**src/rtl/uart_pkg.sv**
```systemverilog
// Shared UART definitions: FSM encoding and frame constants for uart_xmtr and uart_rcvr.
package uart_pkg;

    typedef enum logic [1:0] {
        ST_IDLE  = 2'd0,
        ST_START = 2'd1,
        ST_DATA  = 2'd2,
        ST_STOP  = 2'd3
    } uart_state_t;

    localparam int   DATA_BITS  = 8;
    localparam int   BIT_IDX_W  = $clog2(DATA_BITS);
    localparam logic START_BIT  = 1'b0;
    localparam logic STOP_BIT   = 1'b1;
    localparam logic IDLE_LEVEL = 1'b1;

    function automatic logic is_last_data_bit(input logic [BIT_IDX_W-1:0] idx);
        return idx == BIT_IDX_W'(DATA_BITS - 1);
    endfunction

endpackage

```
**src/rtl/uart_xmtr_fifo.sv**
```systemverilog
// Synchronous byte FIFO feeding the transmitter shifter; full pushes are dropped.
module uart_xmtr_fifo
    import uart_pkg::*;
#(
    parameter  int DEPTH = 16,
    localparam int PTR_W = $clog2(DEPTH),
    localparam int CNT_W = PTR_W + 1
) (
    input  logic                 clock,
    input  logic                 reset,
    input  logic                 push,
    input  logic [DATA_BITS-1:0] din,
    input  logic                 pop,
    output logic [DATA_BITS-1:0] dout,
    output logic                 full,
    output logic                 empty,
    output logic [CNT_W-1:0]     count
);

    logic [DATA_BITS-1:0] mem [DEPTH];
    logic [PTR_W-1:0]     wr_ptr, rd_ptr;
    logic                 do_push, do_pop;

    assign full    = (count == CNT_W'(DEPTH));
    assign empty   = (count == '0);
    assign do_push = push & ~full;
    assign do_pop  = pop & ~empty;
    assign dout    = mem[rd_ptr];

    // Pointers are PTR_W wide so they wrap modulo DEPTH on their own.
    always_ff @(posedge clock or negedge reset) begin
        if (!reset) begin
            wr_ptr <= '0;
            rd_ptr <= '0;
            count  <= '0;
        end else begin
            if (do_push) wr_ptr <= wr_ptr + 1'b1;
            if (do_pop)  rd_ptr <= rd_ptr + 1'b1;
            case ({do_push, do_pop})
                2'b10:   count <= count + 1'b1;
                2'b01:   count <= count - 1'b1;
                default: count <= count;
            endcase
        end
    end

    always_ff @(posedge clock) begin
        if (do_push) mem[wr_ptr] <= din;
    end

endmodule

```
**src/rtl/uart_xmtr.sv**
```systemverilog
// 8N1 UART transmitter: buffered byte input, registered serial line, contiguous frames.
module uart_xmtr
    import uart_pkg::*;
#(
    parameter  int CLKS_PER_BIT = 868,
    parameter  int FIFO_DEPTH   = 16,
    localparam int CNT_W        = $clog2(FIFO_DEPTH) + 1
) (
    input  logic                 clock,
    input  logic                 reset,
    input  logic [DATA_BITS-1:0] char_in,
    input  logic                 char_valid,
    output logic                 char_ready,
    output logic                 serial_out,
    output logic                 busy,
    output logic [CNT_W-1:0]     fifo_count
);

    localparam int BAUD_W = $clog2(CLKS_PER_BIT);

    uart_state_t            state, state_nxt;
    logic [BAUD_W-1:0]      baud_cnt, baud_nxt;
    logic [BIT_IDX_W-1:0]   bit_idx, bit_nxt;
    logic [DATA_BITS-1:0]   shift_reg, shift_nxt;
    logic                   line_nxt;
    logic                   baud_last;
    logic                   pop;
    logic                   fifo_full, fifo_empty;
    logic [DATA_BITS-1:0]   fifo_head;

    uart_xmtr_fifo #(.DEPTH(FIFO_DEPTH)) u_fifo (
        .clock (clock),
        .reset (reset),
        .push  (char_valid),
        .din   (char_in),
        .pop   (pop),
        .dout  (fifo_head),
        .full  (fifo_full),
        .empty (fifo_empty),
        .count (fifo_count)
    );

    assign char_ready = ~fifo_full;
    assign busy       = (state != ST_IDLE) | ~fifo_empty;
    assign baud_last  = (baud_cnt == BAUD_W'(CLKS_PER_BIT - 1));

    always_ff @(posedge clock or negedge reset) begin
        if (!reset) begin
            state      <= ST_IDLE;
            baud_cnt   <= '0;
            bit_idx    <= '0;
            shift_reg  <= '0;
            serial_out <= IDLE_LEVEL;
        end else begin
            state      <= state_nxt;
            baud_cnt   <= baud_nxt;
            bit_idx    <= bit_nxt;
            shift_reg  <= shift_nxt;
            serial_out <= line_nxt;
        end
    end

    // Every state exit happens on baud_last, so the wrap to 0 doubles as the
    // restart-on-entry; IDLE pins the counter at 0 for the IDLE->START case.
    always_comb begin
        state_nxt = state;
        baud_nxt  = baud_last ? '0 : baud_cnt + 1'b1;
        bit_nxt   = bit_idx;
        shift_nxt = shift_reg;
        pop       = 1'b0;
        case (state)
            ST_IDLE: begin
                baud_nxt = '0;
                if (!fifo_empty) begin
                    pop       = 1'b1;
                    shift_nxt = fifo_head;
                    state_nxt = ST_START;
                end
            end
            ST_START: begin
                if (baud_last) begin
                    bit_nxt   = '0;
                    state_nxt = ST_DATA;
                end
            end
            ST_DATA: begin
                if (baud_last) begin
                    shift_nxt = shift_reg >> 1;
                    if (is_last_data_bit(bit_idx)) begin
                        state_nxt = ST_STOP;
                    end else begin
                        bit_nxt = bit_idx + 1'b1;
                    end
                end
            end
            ST_STOP: begin
                if (baud_last) begin
                    if (!fifo_empty) begin
                        pop       = 1'b1;
                        shift_nxt = fifo_head;
                        state_nxt = ST_START;
                    end else begin
                        state_nxt = ST_IDLE;
                    end
                end
            end
            default: state_nxt = ST_IDLE;
        endcase
    end

    // Line level is derived from the next state so serial_out is a clean register.
    always_comb begin
        case (state_nxt)
            ST_START: line_nxt = START_BIT;
            ST_DATA:  line_nxt = shift_nxt[0];
            ST_STOP:  line_nxt = STOP_BIT;
            default:  line_nxt = IDLE_LEVEL;
        endcase
    end

endmodule

```
**config.mk**
```make
export PLATFORM = sky130hd
export DESIGN_NAME = uart_xmtr
export DESIGN_NICKNAME = d
export VERILOG_FILES = /design/src/rtl/uart_pkg.sv /design/src/rtl/uart_xmtr_fifo.sv /design/src/rtl/uart_xmtr.sv
export SDC_FILE = /design/constraint.sdc
export NUM_CORES = 1
export LEC_CHECK = 0
export CORE_AREA = 5 5 121 123
export CTS_BUF_LIST = sky130_fd_sc_hd__clkbuf_4 sky130_fd_sc_hd__clkbuf_8
export DETAILED_ROUTE_END_ITERATION = 10
export DIE_AREA = 0 0 126 128
export PLACE_DENSITY = 0.75
export SETUP_SLACK_MARGIN = 0.5
export SYNTH_ARGS = -nofsm -noshare
export SYNTH_HDL_FRONTEND = slang
export SYNTH_HIERARCHICAL = 1
export SYNTH_SLANG_ARGS = --single-unit
```
**constraint.sdc**
```tcl
create_clock -name clock -period 8.75 [get_ports clock]
set_input_delay 2.625 -clock clock [delete_from_list [all_inputs] [get_ports clock]]
set_output_delay 2.625 -clock clock [all_outputs]
set_load 0.02 [all_outputs]
```
# Yosys cells after proc, flatten, opt, wreduce, memory -nomap -nowiden
# Memory sizes are Yosys's and may differ from the RTL's.
# Index checks and enable logic that the tools add are counted.
[classes] n_addsub=6 eq_ne=14 n_mux=24 n_bitwise=5 reduce_logical=8
[op_table] op="2-to-1 mux 8 bit" count=3
[op_table] op="one-hot mux 8 bit (3 select lines)" count=1
[op_table] op="2-to-1 mux 10 bit" count=2
[op_table] op="adder 10 x 1 -> 10 bit (second input constant)" count=1
[op_table] op="== test 10 bit (second input constant)" count=1
[op_table] op="2-to-1 mux 2 bit" count=5
[op_table] op="one-hot mux 5 bit (2 select lines)" count=1
[op_table] op="2-to-1 mux 3 bit" count=3
[op_table] op="adder 4 x 1 -> 4 bit (second input constant)" count=2
[op_table] op="== test 2 bit (second input constant)" count=4
[op_table] op="inequality test 2 bit (second input constant)" count=4
[op_table] op="one-hot mux 2 bit (4 select lines)" count=1
[op_table] op="== test 2 x 1 -> 1 bit (second input constant)" count=3
[op_table] op="one-hot mux 3 bit (2 select lines)" count=1
[op_table] op="nonzero test 2 bit" count=3
[op_table] op="adder 5 x 1 -> 5 bit (second input constant)" count=1
[op_table] op="== test 5 bit (second input constant)" count=1
[op_table] op="zero test 5 bit" count=1
[op_table] op="2-to-1 mux 1 bit" count=5
[op_table] op="subtractor 5 x 1 -> 5 bit (second input constant)" count=1
[op_table] op="one-hot mux 1 bit (2 select lines)" count=2
[op_table] op="AND reduction 4 bit" count=1
[op_table] op="adder 3 x 1 -> 3 bit (second input constant)" count=1
[op_table] op="== test 3 bit (second input constant)" count=1
[op_table] op="other kinds (6)" count=8
[word_totals] register_bits=37 mem_bits_rw=128 inputBits=11 wordCells=67 memories=1
[memory_table] memory="u_fifo.mem" words=16 word_bits=8 rd=1 rd_ports_with_merged_regs=0 write_ports=1 line_no="uart_xmtr_fifo.sv:20" rtl="logic [DATA_BITS-1:0] mem [DEPTH];"

# Logic depth before layout (Yosys ltp)
# Gate-level depths: netlist of the first run.
[depth] word_depth=7 depth_mapped=16 mapped_depth_nobuf=14

# Hierarchy
# Netlist of the first run, hierarchy kept.
[by_module_without_submodules] mod="uart_xmtr_fifo" instances=1 cells_per_inst=332 area_each_um2=5779.3 seq_area_each_um2=4169.0
[by_module_without_submodules] mod="uart_xmtr" instances=1 cells_per_inst=156 area_each_um2=1461.4 seq_area_each_um2=601.8

# Worst setup path after synthesis of the first run
# Ideal clock, no wire load.
[synth_path] path_type="in2reg" from="in char_valid" to="reg u_fifo.count[4]" setup_time_ps=130 arrival_time_ps=4364 required_time_ps=8620 setup_slack_ps=4256 stages=11 n_path_buf=1 cell_sequence="and2_1 buf_2 inv_1 ha_1 inv_1 fa_1 nor2b_1 o21ai_0 nand3_1 or3b_1 xnor2_1"
[synth_via] elab_chain_cells=3
[synth_lines] element="start, declared" line_no="uart_xmtr.sv:12" rtl="input logic char_valid,"
[synth_lines] element="bitwise AND 1 bit *" line_no="uart_xmtr_fifo.sv:26" rtl="assign do_push = push & ~full;"
[synth_lines] element="== test 2 x 1 -> 1 bit or == test 2 bit (tied branches)" line_no="uart_xmtr_fifo.sv:39" rtl="case ({do_push, do_pop})"
[synth_lines] element="one-hot mux 5 bit (2 select lines) or nonzero test 2 bit (tied branches)"
[synth_lines] element="end signal, assigned" line_no="uart_xmtr_fifo.sv:40" rtl="2'b10: count <= count + 1'b1;"
[synth_lines] element="end signal, assigned" line_no="uart_xmtr_fifo.sv:41" rtl="2'b01: count <= count - 1'b1;"
[synth_lines] element="end signal, assigned" line_no="uart_xmtr_fifo.sv:42" rtl="default: count <= count;"
[synth_lines] element="end, declared" line_no="uart_xmtr_fifo.sv:17" rtl="output logic [CNT_W-1:0] count"
# Mark *: on every way between the ends. The rest lies on a longest branch, timed or not.
# A chain may end at the register's enable or synchronous reset.

# Worst setup path after layout of the first run
[layout_path] from="reg u_fifo.count[0]" to="out busy"
[layout_via] elab_chain_cells=3
[layout_lines] element="zero test 5 bit" line_no="uart_xmtr_fifo.sv:25" rtl="assign empty = (count == '0);"
[layout_lines] element="via fifo_empty" line_no="uart_xmtr.sv:28" rtl="logic fifo_full, fifo_empty;"
[layout_lines] element="NOT 1 bit" line_no="uart_xmtr.sv:44" rtl="assign busy = (state != ST_IDLE) | ~fifo_empty;"
[layout_lines] element="bitwise OR 1 bit" line_no="uart_xmtr.sv:44"
[layout_lines] element="end, declared" line_no="uart_xmtr.sv:15" rtl="output logic busy,"
# The timed path passes the listed nets, and every way through them passes these cells.

==> flow_metrics.tcl, run 1 <==
set metrics [dict create \
    clockBufferDepth 2 \
    syn-cell-area_um2 7240 \
    path_clk_slew_ns 0.08 \
    die_area_um2 16100 \
    rsz0062_at_grt "false" \
    leakage_nw 2.98 \
    nets 535 \
    holdCritPathClass "reg2reg" \
    finalCriticalPeriod_ns 5.02 \
    crit_arrival_ns 2.39 \
    synth-edff-count 128 \
    cp-end-kind "primary output" \
    cp.required_ns 6.12 \
    fillers 1048 \
    synth_flop_cell "edfxtp_1" \
    drt_iter0_drc 387 \
    final_cells 698 \
    cap_violations 0 \
    clock_sinks 165 \
    grt_remaining_overflow 0 \
    ys_ff_latch 165 \
    outcome "finished clean" \
    hold_slack_ns 0.491 \
    cts-root-buf "clkbuf_8" \
    start_util 0.534 \
    pre_cts_slack_ns 3.55 \
    drive_gt1_frac 0.131 \
    cts_setup_buffers 0 \
    via_per_inst 5.84 \
    drc 0 \
    critical_path_class "reg2out" \
    diodes 0 \
    slowest_stage "clkdlybuf4s50_1" \
    fp.dieH_um 128 \
    cpLargestDelayFamily "simple AND/OR/NAND/NOR gates" \
    grt_pass1_wl_um 22100 \
    finalHoldViolCount 0 \
    fp-row-count 43 \
    tns_ns 0 \
    r2r_slack_ns 4.83 \
    powerDensity_nw_per_um2 221 \
    yosys_warnings 6 \
    grt_pass1_vias 4062 \
    slew_viol_final 0 \
    yosys.cell_count.top_type "edfxtp_1" \
    grt_max_degree 52 \
    htreeDepth 4 \
    coreArea_um2 13600 \
    synthToLayoutAreaGrowth_pct 9.49 \
    port_buffers 18 \
    syn_inst 488 \
    io_pins 19 \
    cts-resized-gates 0 \
    synthTopCellsByArea "edfxtp_1 (53%), dfrtp_1 (12%), mux4_2 (5.0%), mux2i_1 (4.4%), ha_1 (2.9%)" \
    dr.pass1.iters 5 \
    yosysTopAreaCell "edfxtp_1" \
    tightest_slew_ns 1.12 \
    place_inst 667 \
    wire_per_inst_um 19.5 \
    ant_nets 0 \
    cts_tree "yes" \
    yosysSeqAreaShare 0.659 \
    setup_viol 0 \
    async_reset_ff_frac 0.224 \
    largest_reg_flops 128 \
    routed_wl_um 13600 \
    p_int_w 0.00130 \
    antenna_found_initial 0 \
    period_share 0.574 \
    synth.distinct_cells 51 \
    insertion_delay_ns 0.45 \
    critPathLaunchType "flip-flop" \
    grt_use_total 0.181 \
    cts_inserted_buffers 17 \
    ctsHoldBuffers 0 \
    cp_slowest_stage_delay_ns 0.56 \
    swShare 0.256 \
    crit_chain "nor4_2 -> and2b_1 -> nand2_1 -> clkdlybuf4s50_1" \
    hpwlAfterDp_um 8890 \
    routabilityCongestion 0.839 \
    timing.slew.headroom 0.247 \
    critPathMaxFanout 14 \
    syn_nets 517 \
    p_comb_frac 0.131 \
    fin_ws_ns 3.73 \
    synth.top_cell.area_share 0.531 \
    clock.fmax_mhz 199 \
    irDropWorstVdd_mv 0.165 \
    via_count 4073 \
    p_sw_w 0.000449 \
    clkPwrFrac 0.317 \
    die_w_um 126 \
    seq_power_share 0.553 \
    critical_path_buf_inv_count 1 \
    synth.avg_cell_area_um2 14.8 \
    finClkSkew_ns 0.00685 \
    synthTopCellsByCount "edfxtp_1 (128), nor2_1 (37), dfrtp_1 (36)" \
]
-- power groups by stage --
stage | registers, W | logic [W] | clock network [W]
CTS | 0.000969 | 0.000232 | 0.000567
global route | 0.000978 | 0.000252 | 0.000600
floorplan | 0.000981 | 0.000143 | 0
global placement | 0.000982 | 0.000223 | 0
finish | 0.000969 | 0.000229 | 0.000556
detailed placement | 0.000986 | 0.000230 | 0
-- layer usage --
layer  wire length, um  track usage  part of all wire
met1              5590        0.240              0.41
met2              6950        0.296              0.51
met3               839       0.0446             0.062
met4               247       0.0612             0.018
met5                 0            0                 0
-- cell type report --
type                       instances  area, um2  area share
sequential                       165       4770       0.602
multi-input combinational        281       2250       0.283
clock buffer                      19        249      0.0314
tap                              180        225      0.0284
timing repair buffer              23        213      0.0268
clock inverter                    12        154      0.0194
inverter                          18       67.6     0.00852
-- worst paths after layout --
path | startpoint | to | cells past startpoint
setup / recovery | u_fifo/count[0] | busy | 4
min in group asynchronous | reset | baud_cnt[6] | 1
hold reg to reg | baud_cnt[0] | baud_cnt[0] | 1
max in group asynchronous | reset | u_fifo/rd_ptr[0] | 1
setup reg to reg | baud_cnt[0] | u_fifo/count[4] | 13
hold / removal | baud_cnt[0] | baud_cnt[0] | 1
-- cells in the final DEF, fill, tap and decap left out, types with 6 or more instances in the layout --
cell type	netlist	layout
xor2_1	6	6
mux2i_1	32	32
ha_1	17	17
xnor2_1	12	12
nand2_1	32	32
dfrtp_1	36	35
o31ai_1	6	6
inv_1	18	18
edfxtp_1	128	128
mux4_2	16	16
a221oi_1	8	8
a21oi_1	16	16
nand2b_1	6	6
mux2_2	9	9
nand3_1	9	9
clkdlybuf4s50_1	0	17
a22oi_1	9	9
nor2_1	37	37
o21ai_0	26	26
clkbuf_8	0	17
-- worst reg2reg max path, delay by kind of cell (launching register included) --
kind | cells | cell delay, ns
simple gates | 6 | 1.49
fa+ha+maj | 3 | 1.09
compound gates | 2 | 0.59
flops | 1 | 0.39
xor+xnor | 1 | 0.13
buf+inv | 1 | 0.11
-- cell families (layout without fill, tap and decap cells) --
family | count (synthesis) | after routing | share of synthesized area
AO/OA/AOI/OAI | 78 | 78 | 0.0700
XOR/XNOR | 18 | 18 | 0.0218
adder cells (fa/ha/maj) | 18 | 18 | 0.0321
buffers and inverters | 42 | 72 | 0.0308
flip-flops | 165 | 165 | 0.659
multiplexers | 58 | 58 | 0.110
AND/OR/NAND/NOR | 109 | 109 | 0.0764
-- per-stage QoR --
| step | util | power, W | instance area (um2) |
|---|---|---|---|
| finish | 0.585 | 0.00175 | 7930 |
| detailed placement | 0.555 | 0.00122 | 7520 |
| global route | 0.585 | 0.00183 | 7930 |
| CTS | 0.585 | 0.00177 | 7930 |
| global placement | 0.555 | 0.00121 | 7520 |
| floorplan | - | 0.00112 | 7240 |
Note: power is estimated with default switching activity, not from simulation.
==> run 2: changes to the inputs <==
- PLACE_DENSITY: 0.75 -> 0.78
- clock period: 8.75 -> 4.25 ns (I/O delays scaled with it)
==> run 2 against run 1 <==
  * Non-clock buffer count increased by 5
  * Wire length is 1.2% lower
  * Total power grew 95%
  * Sequential power up 110%
  * Final cell count is 0.72% higher
  * Worst hold slack about the same
  * Critical path type is now reg2reg
  * Largest cell class unchanged
  * Largest power group unchanged
==> flow_metrics.tcl, run 2 (same netlist as run 1, synthesis figures left out) <==
set metrics [dict create \
    final_common_cell "edfxtp_1" \
    holdPathStages 1 \
    diodes 0 \
    cts-resized-gates 0 \
    place_area_um2 7560 \
    insertion_delay_ns 0.45 \
    drc 0 \
    cp.required_ns 4.59 \
    htreeDepth 4 \
    rsz0062_at_grt "false" \
    timing.slew.headroom 0.338 \
    finClkSkew_ns 0.00908 \
    drive_gt1_frac 0.140 \
    powerDensity_nw_per_um2 433 \
    crit_chain "ha_1 -> inv_1 -> o41a_1 -> nor3_1 -> nor2b_4 -> ha_1 -> inv_1 -> fa_1 -> nor2b_1 -> o21ai_0 -> nand3_1 -> or3b_1 -> xnor2_1" \
    nets 540 \
    grt_max_degree 38 \
    irDropWorstVdd_mv 0.243 \
    finalCriticalPeriod_ns 3.53 \
    cts_inserted_buffers 17 \
    start_util 0.534 \
    port_buffers 18 \
    stdcell_area_um2 7900 \
    grt_pass1_vias 4053 \
    cts_tree "yes" \
    fp.dieH_um 128 \
    power_w 0.00342 \
    ant_nets 0 \
    critPathMaxFanout 9 \
    wire_per_inst_um 19.1 \
    layout_common_cells "edfxtp_1 (128), nor2_1 (37), dfrtp_1 (35)" \
    tns_ns 0 \
    coreArea_um2 13600 \
    grt_pass1_wl_um 22000 \
    via_per_inst 5.84 \
    clockBufferDepth 2 \
    setup_viol 0 \
    period_share 0.831 \
    critPathLaunchType "flip-flop" \
    routabilityCongestion 0.880 \
    slowest_stage "o41a_1" \
    cap_violations 0 \
    grt_remaining_overflow 0 \
    clock_sinks 165 \
    clock.fmax_mhz 283 \
    io_pins 19 \
    fillers 1051 \
    largest_reg_flops 128 \
    cts_setup_buffers 0 \
    critical_path_class "reg2reg" \
    routed_wl_um 13500 \
    rr_worst_depth 13 \
    holdCritPathClass "reg2reg" \
    grt_use_total 0.178 \
    die_area_um2 16100 \
    cts-root-buf "clkbuf_8" \
    cp_slowest_stage_delay_ns 0.54 \
    finalHoldViolCount 0 \
    dr.pass1.iters 6 \
    leakage_nw 2.96 \
    cp-end-kind "flip-flop" \
    outcome "finished clean" \
    die_w_um 126 \
    slew_viol_final 0 \
    synthToLayoutAreaGrowth_pct 9.09 \
    path_clk_slew_ns 0.08 \
    ctsHoldBuffers 0 \
    drt_iter0_drc 307 \
    antenna_found_initial 0 \
    tightest_slew_ns 0.993 \
    hpwlAfterDp_um 9000 \
    crit_arrival_ns 3.87 \
    fp-row-count 43 \
    via_count 4103 \
    post-route-util 0.583 \
]
==> run 2: cell count changes in the layout (fill, tap and decap cells not counted), moves of 2 or more <==
cell	before	now
buf_4	5	10
bufinv_16	3	0
clkinv_4	2	4
clkinvlp_4	1	3
inv_6	3	1
==> run 2: report_power, final <==
part	switching (W)	leakage (nW)	total (W)	internal, W
clock network	0.000544	0.161	0.000945	0.000402
logic	0.000289	1.19	0.000480	0.000192
registers	0.0000854	1.61	0.00199	0.00191
==> run 2: metal layers <==
layer  GRT usage  share of wire
met5           0              0
met4      0.0568          0.016
met3      0.0429          0.070
met2       0.292           0.50
met1       0.237           0.41
==> run 2: layout make-up <==
class / instances / area, um2 / share of cell area
sequential: 165 / 4770 / 0.604
timing repair buffer: 28 / 250 / 0.0317
clock buffer: 18 / 241 / 0.0306
multi-input combinational: 281 / 2250 / 0.285
inverter: 18 / 67.6 / 0.00855
tap: 180 / 225 / 0.0285
clock inverter: 13 / 87.6 / 0.0111
==> run 2: final timing paths <==
kind / startpoint / end / slack, ns
setup / recovery: state[1] / u_fifo/count[4] / 0.72
hold / removal: baud_cnt[0] / baud_cnt[0] / 0.49
setup reg to reg: state[1] / u_fifo/count[4] / 0.72
hold reg to reg: baud_cnt[0] / baud_cnt[0] / 0.49
max in group asynchronous: reset / u_fifo/rd_ptr[0] / 2.78
min in group asynchronous: reset / baud_cnt[3] / 0.91
==> run 2: worst max-delay path, delay by kind of cell, from the launching register on <==
family | cells | cell delay (ns)
buffers and inverters | 2 | 0.16
and+or+nand+nor | 5 | 1.06
xor gates and xnor gates | 1 | 0.13
adders and majority gates | 3 | 0.96
DFF | 1 | 0.45
AOI/OAI and AO/OA | 2 | 0.65
==> run 2: through the flow <==
step | hold slack (ns) | setup WS, ns | cells
final | 0.491 | 0.717 | 703
after global routing | 0.525 | 0.547 | 703
after detailed placement | 0.482 | 0.538 | 672
after CTS | 0.491 | 0.519 | 703
after floorplan | 0.455 | 0.956 | 488
after global placement | 0.470 | 0.689 | 672
==> run 3: changes to the inputs <==
- clock period: 4.25 -> 3.2 ns (I/O delays scaled with it)
==> run 3 against run 2 <==
  * Count of clock-buffer cells in the layout fell by 1
  * Sequential power rose by 34%
  * Sequential share of layout area fell by 2.7 points
  * Worst hold slack improved by 0.026 ns
  * Via count rose by 3.2%
  * Sequential cell count did not move
  * Critical path type unchanged
  * Critical endpoint unchanged
  * Highest routed layer unchanged
==> flow_metrics.tcl, run 3 (same netlist as run 1, synthesis figures left out) <==
set metrics [dict create \
    outcome "finished clean" \
    setup_viol 0 \
    port_buffers 18 \
    p_sw_w 0.00130 \
    powerDensity_nw_per_um2 596 \
    tightest_slew_ns 0.982 \
    critPathLaunchType "flip-flop" \
    start_util 0.534 \
    hpwlAfterDp_um 9420 \
    holdCritPathClass "reg2reg" \
    rsz0062_at_grt "true" \
    tns_ns 0 \
    wire_per_inst_um 19.1 \
    clockBufferDepth 2 \
    clock.fmax_mhz 334 \
    grt_remaining_overflow 0 \
    routed_wl_um 14000 \
    clock_sinks 165 \
    p_int_w 0.00363 \
    crit_arrival_ns 3.34 \
    cts_tree "yes" \
    clkPwrFrac 0.311 \
    antenna_found_initial 0 \
    swShare 0.264 \
    critical_path_class "reg2reg" \
    cts-root-buf "clkbuf_8" \
    final_common_cell "edfxtp_1" \
    via_per_inst 5.75 \
    die_area_um2 16100 \
    cp-end-kind "flip-flop" \
    cp.required_ns 3.54 \
    via_count 4235 \
    drt_iter0_drc 370 \
    htreeDepth 4 \
    slew_viol_final 0 \
    fp.dieH_um 128 \
    layout_common_cells "edfxtp_1 (128), buf_4 (43), nor2_1 (37)" \
    nets 573 \
    synthToLayoutAreaGrowth_pct 14.2 \
    irDropWorstVdd_mv 0.402 \
    io_pins 19 \
    ant_nets 0 \
    p_comb_frac 0.150 \
    fp-row-count 43 \
    grt_max_degree 38 \
    grt_pass1_vias 4370 \
    die_w_um 126 \
    drive_gt1_frac 0.218 \
    seq_power_share 0.539 \
    largest_reg_flops 128 \
    cts_inserted_buffers 17 \
    critPathMaxFanout 3 \
    path_clk_slew_ns 0.09 \
    grt_use_total 0.184 \
    drc 0 \
    coreArea_um2 13600 \
    cap_violations 0 \
    timing.slew.headroom 0.345 \
    dr.pass1.iters 5 \
    finalCriticalPeriod_ns 3.00 \
    diodes 0 \
    period_share 0.937 \
    routabilityCongestion 0.847 \
    finClkSkew_ns 0.0115 \
    leakage_nw 3.17 \
    grt_pass1_wl_um 23000 \
    insertion_delay_ns 0.45 \
    hold_slack_ns 0.517 \
    finalHoldViolCount 0 \
]
## run 3: changes by cell type in the layout (fill, tap and decap cells not counted), moves of 3 or more
| cell | delta |
|---|---|
| ha_1 | -3 |
| clkinv_4 | -3 |
| inv_6 | +4 |
| buf_4 | +33 |
| bufinv_16 | +3 |
## run 3: layout make-up
| class | instances | area (um2) |
|---|---|---|
| Clock buffer | 17 | 234 |
| Clock inverter | 14 | 171 |
| Fill cell | 986 | 5290 |
| Inverter | 18 | 67.6 |
| Multi-Input combinational cell | 281 | 2310 |
| Sequential cell | 165 | 4780 |
| Tap cell | 180 | 225 |
| Timing Repair Buffer | 61 | 488 |
## run 3: final timing paths
path                       slack, ns                to  cells past startpoint    startpoint
max                             0.20   u_fifo/count[4]                     13   baud_cnt[0]
min                             0.52      shift_reg[1]                      2  shift_reg[1]
max reg2reg                     0.20   u_fifo/count[4]                     13   baud_cnt[0]
min reg2reg                     0.52      shift_reg[1]                      2  shift_reg[1]
max in group asynchronous       2.00  u_fifo/rd_ptr[0]                      1         reset
min in group asynchronous       0.60      shift_reg[6]                      1         reset
## run 3: timing repair
| item | 4_1_cts | 5_1_grt |
|---|---|---|
| pin swaps | 2 | 5 |
| hold buffers | 0 | 0 |
| endpoints found under the setup margin | 4 | 6 |
| setup buffers | 5 | 10 |
| gates resized for setup | 5 | 12 |
| endpoints found under the hold margin | 0 | 0 |
## run 3: power groups by stage
stage	sequential [W]	clock [W]	combinational (W)
finish	0.00266	0.00154	0.000738
global route	0.00268	0.00166	0.000801
CTS	0.00265	0.00156	0.000691
detailed placement	0.00270	0	0.000679
global placement	0.00268	0	0.000652
floorplan	0.00268	0	0.000398
## run 3: through the flow
step | utilization | power [W] | cell area [um2] | worst slack, ns | std cells
after CTS | 0.603 | 0.00491 | 8180 | 0.220 | 726
after global placement | 0.570 | 0.00333 | 7730 | 0.139 | 690
after global routing | 0.610 | 0.00515 | 8270 | 0.0665 | 736
final | 0.610 | 0.00493 | 8270 | 0.202 | 736
after floorplan | - | 0.00308 | 7280 | 0.213 | 488
after detailed placement | 0.570 | 0.00338 | 7730 | 0.0645 | 690
## run 3: layer usage
layer  part of all wire  GRT usage  vias to the layer above
met5                  0          0                        -
met3              0.044     0.0483                       22
met2               0.51      0.307                      123
met4              0.023     0.0719                        0
met1               0.42      0.232                     2141
li1                   -          -                     1949
## run 3: worst max-delay path: stages, from the launching register on
cell and delay, ns:
dfrtp_1 0.42, ha_4 0.17, nand4b_4 0.11, o41a_1 0.45, nor3_2 0.11, nor2b_4 0.20
ha_4 0.17, inv_2 0.06, fa_2 0.39, nor2b_2 0.13, o21ai_2 0.07, nand3_1 0.10
or3b_4 0.39, xnor2_1 0.13
